===== config.mk =====
export PLATFORM = sky130hd
export DESIGN_NAME = sop_settle_timer
export DESIGN_NICKNAME = d
export VERILOG_FILES = /design/src/rtl/sop_settle_timer.sv
export SDC_FILE = /design/constraint.sdc
export NUM_CORES = 1
export LEC_CHECK = 0
export CAP_MARGIN = 20
export CORE_AREA = 2 2 39 41
export DETAILED_ROUTE_END_ITERATION = 6
export DIE_AREA = 0 0 41 43
export HOLD_SLACK_MARGIN = 0.15
export SLEW_MARGIN = 15
export SYNTH_ARGS = -nofsm -noshare
export SYNTH_HDL_FRONTEND = slang
export SYNTH_SLANG_ARGS = --single-unit

===== constraint.sdc =====
create_clock -name clk -period 2.35 [get_ports clk]
set_input_delay 0.705 -clock clk [delete_from_list [all_inputs] [get_ports clk]]
set_output_delay 0.705 -clock clk [all_outputs]
set_load 0.01 [all_outputs]

===== src/rtl/sop_settle_timer.sv =====
`default_nettype none
// ============================================================================
//  Module      : sop_settle_timer
//  Description : Loadable down-counter that stops at zero and flags it.
//                Drives the settle window between vector drive and sample.
//  Revision    : 1.0  initial release
// ============================================================================
module sop_settle_timer (
    input  logic       clk,
    input  logic       rst_n,
    input  logic       load,
    input  logic [3:0] load_val,
    output logic       zero
);

    logic [3:0] r_cnt;

    // Load takes priority; otherwise count down and park at zero
    always_ff @(posedge clk) begin
        if (!rst_n) begin
            r_cnt <= 4'd0;
        end else if (load) begin
            r_cnt <= load_val;
        end else if (r_cnt != 4'd0) begin
            r_cnt <= r_cnt - 4'd1;
        end
    end

    assign zero = (r_cnt == 4'd0);

endmodule
`default_nettype wire


======== Word level (Yosys, flattened, before mapping) ========
Index checks and enable logic that the tools add are counted.
word-level totals
  bits in registers ....................... 4
  input bits .............................. 7
  output and inout bits ................... 1
  word-level logic and storage cells ...... 7
cells by class
  add/subtract/negate cells ............... 1
  muxes and demuxes ....................... 2
  reduce and logical (&&, ||, !) cells .... 3
operator list
  cell                   number
  $mux W4                2
  $logic_not A4 Y1       1
  $reduce_bool A4 Y1     1
  $sub A4 B1 Y4 const B  1
  $reduce_bool A2 Y1     1

======== Longest topological paths before layout ========
  word-level depth ........................ 3
  gate-level depth with buffers ........... 5
  depth with buffers taken out ............ 5

======== Worst setup path after synthesis ========
No wires, ideal clock.
  path type ............................... flip-flop to output port
  from .................................... register r_cnt[0]
  to ...................................... output zero
  data arrival time ....................... 837 ps
  required time ........................... 1645 ps
  path slack .............................. 808 ps
  stages on the path, launching flop included .. 4
  buffers on the path ..................... 0
  path through ............................ dfxtp_1 -> inv_1 -> ha_1 -> nor3b_4
on the way
  word-level cells in the longest chain between the ends .. 1
ends and longest elaborated chain
  what                    line  source
  from (decl)             16    logic [3:0] r_cnt;
  from (signal assigned)  23    r_cnt <= load_val;
  from (signal assigned)  25    r_cnt <= r_cnt - 4'd1;
  $logic_not A4 Y1        29    assign zero = (r_cnt == 4'd0);
  to (decl)               13    output logic zero
No other way between the ends.

======== Worst setup path in the final report ========
Ends and elaborated chain as after synthesis.

==> reports/qor.yml <==
start_kind: "register"
pin_count: 8
antenna_found_initial: 0
largest_reg_flops: 4
layout-drive-gt1-share_pct: 23.5
critPathMaxStageDelay_ns: 0.31
drtIter0Drc: 2
crit_path_top_delay_cell: "dfxtp_1"
regMostFlops: "r_cnt"
dr.pass1.iters: 2
die-area_mm2: 0.00176
status: "finished clean"
cp_data_required_time_ns: 1.64
dp.cells: 46
grt_usage_pct: 6.83
initial_core_util_pct: 16.6
drt_wl_total_um: 440
core_mm2: 0.00138
period_share_pct: 80.7
hold_viol_final: 0
reg.largest.list: "r_cnt (4)"
grt_first_pass_wirelength_um: 765
tns_ns: 0
rsz0062_at_grt: "false"
gp_congestion: 0.654
drv_slew: 0
synthesis.nets: 31
worstMarginPinSlew_ns: 0.209
cts.path.max_buffers: 2
setup_viol: 0
fill_cells: 160
cp_top_family: "flip-flops"
p_sw_mw: 0.0657
root_buffer: "clkbuf_4"
cts_tree: "yes"
maxCapViolations: 0
power_mw: 0.249
ys_ff_latch: 4
yosysUniqueCellTypes: 15
grt_pass1_vias: 198
min_period_ns: 1.90
internal_power_mw: 0.183
power_density_mw_per_mm2: 705
hold_class: "reg2reg"
stdcell_area_um2: 353
syn_to_final_growth_pct: 53.3
finClkSkew_ns: 0.00330
clk-insertion-delay-late_ns: 0.23
drc: 0
wire_per_inst_um: 8.80
avgSynthCellArea_um2: 10.0
grt_max_degree: 7
htreeDepth: 1
clkTransAtPathRegs_ns: 0.03
cts_made_buffers: 3
die_y_um: 43
final_cells: 50
synth-seq-area-share_pct: 34.8
path_class: "reg2out"
seqPwrFrac_pct: 34.2
dp_hpwl_um: 351
max_clock_freq_ghz: 0.527
clkSinkCount: 4
critical_path.cell_chain: "inv_1, ha_1, nor3b_4, dlymetal6s2s_1"
fin_hold_ws_ns: 0.616
power_leakage_nw: 0.151
portBuffers: 7
worstPathArrival_ns: 1.19
p_comb_share_pct: 32.1
syn-instance-count: 23
synth_area_um2: 230
path_buf_inv: 2
n_antenna_cell: 0
die_w_um: 41
core.rowCount: 14
vias: 202
switching_share_pct: 26.4
max_slew_margin_pct: 86.0
p_clk_share_pct: 33.7
path_max_fanout: 3
ys_warn_count: 0
vias_per_cell: 4.04
ant_nets: 0
place_area_um2: 320
peakVddDrop_mv: 0.214
nets: 44
worstSetupEndpointType: "output pin"
grt.overflow.total: 0
-- worst min-delay path, delay by kind of cell (launching register included) --
family                 cells  cell delay, ns
buffers and inverters      1            0.06
AO/OA/AOI/OAI              1            0.04
flip-flops                 1            0.31
multiplexers               1            0.15
-- per-stage QoR --
step	util (%)	setup slack [ns]
finish	25.5	0.453
floorplan	-	0.808
CTS	25.3	0.0411
detailed placement	23.1	0.177
global route	25.5	0.343
global placement	23.1	0.207
-- synthesized netlist by cell type --
| library cell | count | area share [%] |
|---|---|---|
| nor3b_4 | 1 | 8.2 |
| mux2_2 | 1 | 4.9 |
| nor3_2 | 1 | 4.3 |
| xnor2_1 | 2 | 7.6 |
| nand3_1 | 3 | 6.5 |
| inv_1 | 2 | 3.3 |
| mux2i_1 | 1 | 4.3 |
| nand2b_1 | 2 | 5.4 |
| o21ai_1 | 1 | 2.2 |
| o21ai_2 | 1 | 3.8 |
| o31ai_1 | 1 | 3.3 |
| ha_1 | 1 | 5.4 |
| dfxtp_1 | 4 | 35 |
| nand2_1 | 1 | 1.6 |
| o211a_1 | 1 | 4.3 |
-- cell usage in the layout (no fill, tap or decap) --
master	netlist	layout
buf_4	0	1
clkbuf_4	0	3
clkdlybuf4s50_1	0	6
dfxtp_1	4	4
dlymetal6s2s_1	0	1
ha_1	1	1
inv_1	2	2
mux2_2	1	1
mux2i_1	1	1
nand2_1	1	1
nand2b_1	2	2
nand3_1	3	3
nor3_2	1	1
nor3b_4	1	1
o211a_1	1	1
o21ai_1	1	1
o21ai_2	1	1
o31ai_1	1	1
xnor2_1	2	2
-- power groups by stage --
stage	logic [mW]	clock network, mW	registers, mW
final	0.0800	0.0837	0.0850
after global routing	0.0884	0.0924	0.0862
after CTS	0.0826	0.0871	0.0853
after detailed placement	0.0764	0	0.0864
after global placement	0.0754	0	0.0859
after floorplan	0.0507	0	0.0848
-- worst paths after layout --
| check | cells past startpoint | to | slack, ns | start |
|---|---|---|---|---|
| max | 4 | zero | 0.45 | r_cnt[0]$_SDFFE_PN0P_ |
| max reg2reg | 6 | r_cnt[1]$_SDFFE_PN0P_ | 0.92 | r_cnt[0]$_SDFFE_PN0P_ |
| min | 3 | r_cnt[1]$_SDFFE_PN0P_ | 0.62 | r_cnt[1]$_SDFFE_PN0P_ |
| min reg2reg | 3 | r_cnt[1]$_SDFFE_PN0P_ | 0.62 | r_cnt[1]$_SDFFE_PN0P_ |
-- timing repair --
action / 4_1_cts / 5_1_grt
setup endpoints to repair: 1 / 1
hold buffers: 0 / 0
gates cloned: 0 / 0
pin swaps: 0 / 0
buffers inserted: 1 / 0
resized for setup: 0 / 1
hold endpoints to repair: 0 / 0
-- cells by family after synthesis --
| family | count (synthesis) | synth area share [%] |
|---|---|---|
| XOR/XNOR | 2 | 7.61 |
| adder cells (fa/ha/maj) | 1 | 5.43 |
| buffers and inverters | 2 | 3.26 |
| flip-flops | 4 | 34.8 |
| multiplexers | 2 | 9.24 |
| AO/OA/AOI/OAI | 4 | 13.6 |
| AND/OR/NAND/NOR | 8 | 26.1 |
-- per-layer routing --
metal | up-vias | track usage [%] | wire (µm)
met1 | 88 | 7.72 | 189
met4 | 0 | 8.00 | 7
li1 | 104 | - | -
met3 | 2 | 3.14 | 41
met2 | 8 | 8.13 | 202
met5 | - | 0 | 0
-- cell type report --
cell class	instances	area, µm²	area share [%]
inverter	2	7.51	2.13
sequential	4	80.1	22.7
multi-input combinational	17	143	40.4
timing repair buffer	8	80.1	22.7
tap	16	20.0	5.67
clock buffer	3	22.5	6.38
Note: power is estimated with default switching activity, not from simulation.
==> RTL change, RTL diff (config.mk and constraints unchanged) <==
Register the output `zero`, cleared by the reset; this adds one clock of latency there.
--- a/src/rtl/sop_settle_timer.sv
+++ b/src/rtl/sop_settle_timer.sv
@@ -26,7 +26,13 @@
         end
     end
 
-    assign zero = (r_cnt == 4'd0);
+    always_ff @(posedge clk) begin
+        if (!rst_n) begin
+            zero <= '0;
+        end else begin
+            zero <= (r_cnt == 4'd0);
+        end
+    end
 
 endmodule
 `default_nettype wire
Check against the original RTL: not equivalent (a bounded check fails within 4 cycles, from zero or initial values and one cycle with rst_n low).
==> RTL change against the unedited design <==
Via count down 2.5%. Cell area up 5.7%. Clock skew up 0.0046 ns. Worst setup slack better by 0.12 ns. Power up 12%. Clock power up 22%. Critical path depth down 3. Register-to-register slack better by 0.02 ns. Hold slack worse by 0.010 ns. Synthesized area up 11%. Count of clock-buffer cells in the layout up 1. Sequential cell count up 1. Routed wire length up 6.6%. Critical path type unchanged. Largest power group unchanged.
==> RTL change: results (changes against the unedited design) <==
Met2 Wirelength 171 µm (was 202 µm); Reg power frac 0.374 (was 0.342); Yosys cell types 16 (was 15); Met1 Wirelength 258 µm (was 189 µm); share of cells above drive strength 1 0.1944 (was 0.2353); Non-Filler Instances 52 (was 50); Inst Count DP 48 (was 46); combinational logic power 72.9 µW (was 80.0 µW); Post-Syn Instances 25 (was 23); HP Start r_cnt[0]$_SDFFE_PN0P_ (was r_cnt[1]$_SDFFE_PN0P_); Critical Path Fanout Max 1 (was 3); status finished, final reports clean (unchanged); Place WS 0.5941 ns (was 0.1769 ns); all-layer global routing usage 0.06734 (was 0.06827); first-pass GRT wire length 745 µm (was 765 µm); worst-margin pin slew 0.2338 ns (was 0.2094 ns); Largest regs r_cnt: 4 flops, zero: 1 flops (was r_cnt: 4 flops); flop2flop setup slack 0.94 ns (was 0.92 ns); vias in the first global route 189 (was 198); global-route met3 utilization 0.06283 (was 0.03141); WL/cell 9.019 µm (was 8.800 µm); clock skew after layout 0.007913 ns (was 0.003299 ns); Nets 45 (was 44); Worst path slowest cell clkdlybuf4s50_1 (was dfxtp_1); sequential-to-total area share from yosys stat 0.3902 (was 0.3478); Worst path top cell family by delay buffers and inverters (was flip-flops); hold slack 0.6057 ns (was 0.6159 ns); starting DRC count in detailed routing 0 (was 2); crit path launch zero$_SDFF_PN0_ (was r_cnt[0]$_SDFFE_PN0P_); CP max stage delay 0.52 ns (was 0.31 ns); RD Place Congestion 0.7564 (was 0.6536); CTS buffer count 3 (unchanged); DR top layer met3 (was met4); Pre-Repair DR Iteration Count 1 (was 2); Area contributors post-synth dfxtp_1, nor3b_4, xnor2_1, nand3_1, ha_1 (unchanged); Arr. time, crit path 1.07 ns (was 1.19 ns); met1 Use GR 0.08387 (was 0.07717); synth cell count leaders dfxtp_1, nand3_1, inv_1, nand2b_1, xnor2_1 (unchanged); Via Count 197 (was 202); Logic pwr share 0.261 (was 0.321); Clock transition at path regs 0.05 ns (was 0.03 ns); postcts setup bufs 0 (was 1); Sw Ratio 0.2657 (was 0.2640); post-route clock period utilization 0.7544 (was 0.8072); Leakage 0.0001461 µW (was 0.0001507 µW)
RTL change: cell types whose count changed after synthesis, sizes merged:
cell	change
and2	+1
dfxtp	+1
RTL change: logic make-up (layout without fill, tap and decap cells):
| logic type | after synthesis | in the layout | share of synthesized area |
|---|---|---|---|
| AO/OA/AOI/OAI | 4 | 4 | 0.1220 |
| XOR/XNOR | 2 | 2 | 0.06831 |
| adder cells (fa/ha/maj) | 1 | 1 | 0.04877 |
| buffers and inverters | 2 | 13 | 0.02928 |
| flip-flops | 5 | 5 | 0.3903 |
| multiplexers | 2 | 2 | 0.08293 |
| AND/OR/NAND/NOR | 9 | 9 | 0.2585 |
RTL change: final cells by class:
class / instances / area (µm²)
flip-flops and latches: 5 / 100.1
fillers: 149 / 1011
inverters: 2 / 7.507
well taps: 16 / 20.02
clock buffers: 4 / 26.28
repair buffers: 7 / 70.07
multi-input cells: 18 / 148.9
